==> src/rtl/pipeline_pkg.sv <==
// Shared pipeline-register bundles, memory-stage FSM states and load/store size codes.
package pipeline_pkg;

    typedef struct packed {
        logic [31:0] ALUResult;
        logic [31:0] WriteData;
        logic [2:0]  funct3;
        logic        MemWrite;
        logic [1:0]  ResultSrc;
        logic        RegWrite;
        logic [4:0]  Rd;
        logic [31:0] PCPlus4;
        logic [31:0] ImmExt;
    } exmem_t;

    typedef struct packed {
        logic [31:0] ALUResult;
        logic [31:0] ReadData;
        logic [31:0] PCPlus4;
        logic [31:0] ImmExt;
        logic [4:0]  Rd;
        logic        RegWrite;
        logic [1:0]  ResultSrc;
    } memwb_t;

    typedef enum logic [1:0] {
        IDLE = 2'd0,
        WAIT = 2'd1,
        HOLD = 2'd2
    } mem_state_t;

    localparam logic [2:0] F3_B  = 3'b000;
    localparam logic [2:0] F3_H  = 3'b001;
    localparam logic [2:0] F3_W  = 3'b010;
    localparam logic [2:0] F3_BU = 3'b100;
    localparam logic [2:0] F3_HU = 3'b101;

    localparam logic [1:0] RESULT_SRC_MEM = 2'b01;

endpackage

==> src/rtl/load_store_align.sv <==
// Combinational byte-lane steering for stores, load extraction with sign/zero
// extension, and misalignment detection from the low address bits.
module load_store_align
    import pipeline_pkg::*;
(
    input  logic [1:0]  offset,
    input  logic [2:0]  funct3,
    input  logic [31:0] store_data,
    input  logic [31:0] load_word,
    output logic [3:0]  be,
    output logic [31:0] wdata,
    output logic [31:0] load_data,
    output logic        misaligned
);

    logic [15:0] shifted;

    always_comb begin
        shifted    = 16'(load_word >> {offset, 3'b000});
        be         = 4'b1111;
        wdata      = store_data;
        misaligned = 1'b0;
        load_data  = load_word;

        // funct3[1:0] encodes the access size for both loads and stores
        case (funct3[1:0])
            2'b00: begin
                be    = 4'b0001 << offset;
                wdata = {4{store_data[7:0]}};
            end
            2'b01: begin
                be         = 4'b0011 << offset;
                wdata      = {2{store_data[15:0]}};
                misaligned = offset[0];
            end
            default: misaligned = (offset != 2'b00);
        endcase

        case (funct3)
            F3_B:    load_data = {{24{shifted[7]}}, shifted[7:0]};
            F3_H:    load_data = {{16{shifted[15]}}, shifted};
            F3_BU:   load_data = {24'd0, shifted[7:0]};
            F3_HU:   load_data = {16'd0, shifted};
            default: load_data = load_word;
        endcase
    end

endmodule

==> src/rtl/mem_stage.sv <==
// RV32I memory-access stage: drives a variable-latency data port, stalls the
// front of the pipeline while an access is outstanding, and builds the MEM/WB bundle.
module mem_stage
    import pipeline_pkg::*;
#(
    parameter int TIMEOUT_CYCLES = 255
)
(
    input  logic        clk,
    input  logic        reset,
    input  exmem_t      inputs,
    input  logic        StallExt,
    output memwb_t      outputs,
    output logic        StallM,
    output logic        MisalignedM,
    output logic        BusErrM,
    output logic [4:0]  RdM,
    output logic [31:0] ALUResultM,
    output logic        dmem_req,
    output logic        dmem_we,
    output logic [31:0] dmem_addr,
    output logic [3:0]  dmem_be,
    output logic [31:0] dmem_wdata,
    input  logic [31:0] dmem_rdata,
    input  logic        dmem_ready
);

    // The counter holds completed WAIT cycles, so the current one is number cnt+1.
    localparam logic [7:0] TIMEOUT_LAST = 8'(TIMEOUT_CYCLES - 1);

    mem_state_t  state_q, state_d;
    logic [7:0]  wait_cnt_q, wait_cnt_d;
    logic [31:0] capture_q, capture_d;

    logic        is_load, is_store, access, misaligned, timeout;
    logic [31:0] load_data, read_data;
    logic        reg_write;

    assign is_store = inputs.MemWrite;
    assign is_load  = (inputs.ResultSrc == RESULT_SRC_MEM) && !inputs.MemWrite;
    assign access   = is_load || is_store;
    assign timeout  = (state_q == WAIT) && (wait_cnt_q == TIMEOUT_LAST);

    load_store_align u_align (
        .offset     (inputs.ALUResult[1:0]),
        .funct3     (inputs.funct3),
        .store_data (inputs.WriteData),
        .load_word  (dmem_rdata),
        .be         (dmem_be),
        .wdata      (dmem_wdata),
        .load_data  (load_data),
        .misaligned (misaligned)
    );

    assign dmem_we   = is_store;
    assign dmem_addr = {inputs.ALUResult[31:2], 2'b00};

    always_comb begin
        state_d     = state_q;
        wait_cnt_d  = wait_cnt_q;
        capture_d   = capture_q;
        dmem_req    = 1'b0;
        StallM      = 1'b0;
        MisalignedM = 1'b0;
        BusErrM     = 1'b0;
        read_data   = 32'd0;
        reg_write   = inputs.RegWrite;

        case (state_q)
            IDLE: begin
                if (access && misaligned) begin
                    MisalignedM = 1'b1;
                    reg_write   = 1'b0;
                end else if (access) begin
                    dmem_req = 1'b1;
                    if (dmem_ready) begin
                        read_data = is_load ? load_data : 32'd0;
                        if (StallExt) begin
                            state_d   = HOLD;
                            capture_d = read_data;
                        end
                    end else begin
                        StallM     = 1'b1;
                        state_d    = WAIT;
                        wait_cnt_d = 8'd0;
                    end
                end
            end
            WAIT: begin
                dmem_req = 1'b1;
                if (dmem_ready) begin
                    read_data = is_load ? load_data : 32'd0;
                    if (StallExt) begin
                        state_d   = HOLD;
                        capture_d = read_data;
                    end else begin
                        state_d = IDLE;
                    end
                end else if (timeout) begin
                    dmem_req  = 1'b0;
                    BusErrM   = 1'b1;
                    reg_write = 1'b0;
                    state_d   = IDLE;
                end else begin
                    StallM     = 1'b1;
                    wait_cnt_d = (wait_cnt_q == 8'hFF) ? wait_cnt_q : wait_cnt_q + 8'd1;
                end
            end
            HOLD: begin
                // The access already completed; replay the captured data, never reissue.
                read_data = capture_q;
                if (!StallExt) begin
                    state_d = IDLE;
                end
            end
            default: state_d = IDLE;
        endcase
    end

    always_ff @(posedge clk) begin
        if (reset) begin
            state_q    <= IDLE;
            wait_cnt_q <= 8'd0;
            capture_q  <= 32'd0;
        end else begin
            state_q    <= state_d;
            wait_cnt_q <= wait_cnt_d;
            capture_q  <= capture_d;
        end
    end

    always_comb begin
        outputs.ALUResult = inputs.ALUResult;
        outputs.ReadData  = read_data;
        outputs.PCPlus4   = inputs.PCPlus4;
        outputs.ImmExt    = inputs.ImmExt;
        outputs.Rd        = inputs.Rd;
        outputs.RegWrite  = reg_write;
        outputs.ResultSrc = inputs.ResultSrc;
    end

    assign RdM        = inputs.Rd;
    assign ALUResultM = inputs.ALUResult;

endmodule
==> config.mk <==
export PLATFORM = sky130hd
export DESIGN_NAME = mem_stage
export DESIGN_NICKNAME = d
export VERILOG_FILES = /design/src/rtl/pipeline_pkg.sv /design/src/rtl/load_store_align.sv /design/src/rtl/mem_stage.sv
export SDC_FILE = /design/constraint.sdc
export NUM_CORES = 1
export LEC_CHECK = 0
export CAP_MARGIN = 20
export CORE_AREA = 5 5 160 162
export DETAILED_ROUTE_END_ITERATION = 6
export DIE_AREA = 0 0 165 167
export GPL_TIMING_DRIVEN = 0
export SYNTH_ARGS = -nofsm -noshare
export SYNTH_HDL_FRONTEND = slang
export SYNTH_SLANG_ARGS = --single-unit
==> constraint.sdc <==
create_clock -name clk -period 6.84 [get_ports clk]
set_input_delay 1.368 -clock clk [delete_from_list [all_inputs] [get_ports clk]]
set_output_delay 1.368 -clock clk [all_outputs]
set_load 0.005 [all_outputs]
==> run metrics <==
outcome complete, no violations; Bufs and invs on worst path 3; dpl hpwl 18.96 mm; DRT Pass-1 Iters 5; Fill cells 2584; fin. max-slew vios 0; Slew Limit Headroom 43.52%; Setup WS post-layout 999.9 ps; worst skew pair latency 290 ps; max incr delay on CP 570 ps; Main synth FF type dfxtp_1; gr usage total 15.07%; GRT overflow 0; core area 23960 um2; # DRC 0; fin nets 1177; syn avg cell area 7.198 um2; fin crit share 85.38%; clock slew at reported path FFs 70 ps; Post-Syn Instances 675; share of flip-flops with an asynchronous set or reset 0%; Reg area 840.8 um2; Vias 5754; EDFF count, synth 0; Unique masters post-synth 52; CTS max path bufs 2; Clock Sinks 42; post-route insts no fill 1325; vias per cell 4.343; clock skew 4.954 ps; Routed WL 22.58 mm; Peak VDD IR 0.08204 mV; DP Worst Slack 1014 ps; overall power 0.0009260 W; Seq/Total Area, Yosys 17.31%; first-pass GRT wire length 32.93 mm; root buffer cell clkbuf_16; CTS buffer count 5; crit path kind primary input to output port; share of layout cells above drive strength 1 22.80%; Post-DRT Antenna Nets 0; CP required 5470 ps; 1st-iter DRT viols 364; Yosys warning total 0; Area Overhead vs Synth 76.69%; RSZ-0062 raised after global routing false; Die Y-Extent 167 um; cell area after synthesis 4858 um2; die area 27560 um2; Initial Util 20.27%; cts repair resizes 0; row cnt 57; initial antenna violation count 3; flops & latches, synth 42; minimum clock period after layout 5840 ps; largest net degree at the start of global routing 14; Crit Path Max Fanout 10; hold slack 457.4 ps; placed insts 1316; H-tree depth 2; CTS tree done; Least-Margin Pin Slew 847.2 ps; Startpoint Class primary input; Static Leak 3.354 nW; CP delay by family, top buffers and inverters; Multi-input gate area 2417 um2; most common cell after layout, fill and taps aside clkdlybuf4s50_1; Final Hold Vio Count 0; Setup TNS 0 ps; Die Wd 165 um; post-CTS setup buffers 0; max-cap viol count 0; main area contributors after synthesis buf_4 (28%), dfxtp_1 (17%), o21ai_0 (6.0%), mux2_2 (5.6%), nand2_1 (5.5%); commonest cells after routing, fill and taps aside clkdlybuf4s50_1 (316), buf_4 (183), nand2_1 (71); Pwr per Cell Area 107.9 nW/um2; Yosys top cell by area buf_4; Worst setup EP type output port; fmax 0.1712 GHz; vias in the first global route 5655; Yosys top cell area share 28.28%; IO Port Bufs 316; final setup fails 0; CP most frequent cell clkdlybuf4s50_1; CP cell instances clkdlybuf4s50_1, nor2_1, o22ai_1, a21boi_0, o21ai_1, clkbuf_1, o21ai_0, clkdlybuf4s50_1; Post-CTS Hold Fix Bufs 0; slowest CP cell clkdlybuf4s50_1; Hold Path Class register to register; Worst EP arrival 4470 ps; I/O pin count 422; Avg WL per Cell 17.04 um; RD Place Congestion 0.8510
[cells in the mapped netlist (2+ instances only)]
cell,number
dfxtp_1,42
nand3b_1,3
nand3_1,29
mux2i_1,18
and2_1,2
a22o_1,14
nand2b_1,3
inv_1,13
a31oi_1,17
buf_4,183
o31ai_1,2
o21ai_0,58
o2bb2ai_1,7
or4_1,5
clkbuf_1,30
a21oi_1,28
nor2_1,37
nand2_1,71
nand4_1,2
or3_1,21
nor3b_1,3
ha_1,2
buf_2,7
mux2_2,24
a211oi_1,9
a22oi_1,8
a211o_1,2
buf_1,5
nor2b_1,7
[stage by stage]
step	instance area, um2	utilization (%)
6_report	8584	35.82
5_1_grt	8584	35.82
4_1_cts	8582	35.81
3_5_place_dp	8431	35.18
3_3_place_gp	8431	35.18
2_1_floorplan	4862	-
[final timing paths]
check | from | end | slack [ps] | depth (start not counted)
worst max-delay path | inputs[109] | outputs[102] | 1000 | 8
worst min-delay path | capture_q[2] | capture_q[2] | 460 | 2
worst max register to register | state_q[0] | capture_q[30] | 4610 | 7
worst min register to register | capture_q[2] | capture_q[2] | 460 | 2
[report_power, final]
group          leakage [nW]  total (W)  internal [W]  switching, W
clock                0.0729   0.000258      0.000145      0.000113
sequential            0.339   0.000249      0.000247    0.00000200
combinational          2.94   0.000419      0.000263      0.000157
[per-layer routing]
metal / up-vias / share of wire, % / GRT usage [%]
li1: 2796 / - / -
met4: 4 / 1.6 / 3.508
met1: 2614 / 41 / 19.27
met5: - / 0.12 / 0
met2: 311 / 47 / 25.09
met3: 29 / 9.7 / 4.152
[cells by family (layout without fill, tap and decap cells)]
| kind of cell | after synthesis | in the layout | synth area share [%] |
|---|---|---|---|
| other | 1 | 3 | 0.07719 |
| muxes | 43 | 43 | 9.735 |
| DFF | 42 | 42 | 17.31 |
| AOI/OAI and AO/OA | 157 | 157 | 20.45 |
| and+or+nand+nor | 189 | 189 | 18.72 |
| adders and majority gates | 2 | 2 | 0.5150 |
| buffers and inverters | 240 | 564 | 33.02 |
| xor gates and xnor gates | 1 | 1 | 0.1803 |
[area by class of cell]
| type | count | share of cell area [%] |
|---|---|---|
| plain buffers | 226 | 18.07 |
| well taps | 324 | 4.722 |
| clock buffers | 6 | 1.618 |
| inverters | 14 | 0.6122 |
| multi-input cells | 394 | 28.16 |
| diodes | 1 | 0.02915 |
| clock inverters | 2 | 0.1458 |
| flip-flops and latches | 42 | 9.794 |
| repair buffers | 316 | 36.85 |
[flip-flops by register name, indices dropped and copies added (netlist names)]
signal and count:
wait_cnt_q 8, state_q 2, capture_q 32
[worst reg2reg max path, stage by stage, from the launching register on]
cell      delay [ps]
dfxtp_1          310
clkbuf_1         210
o311a_1          420
nand2_1          190
buf_2            250
clkbuf_1         480
nand2_1          120
a31oi_1          180
Note: power is estimated with default switching activity, not from simulation.
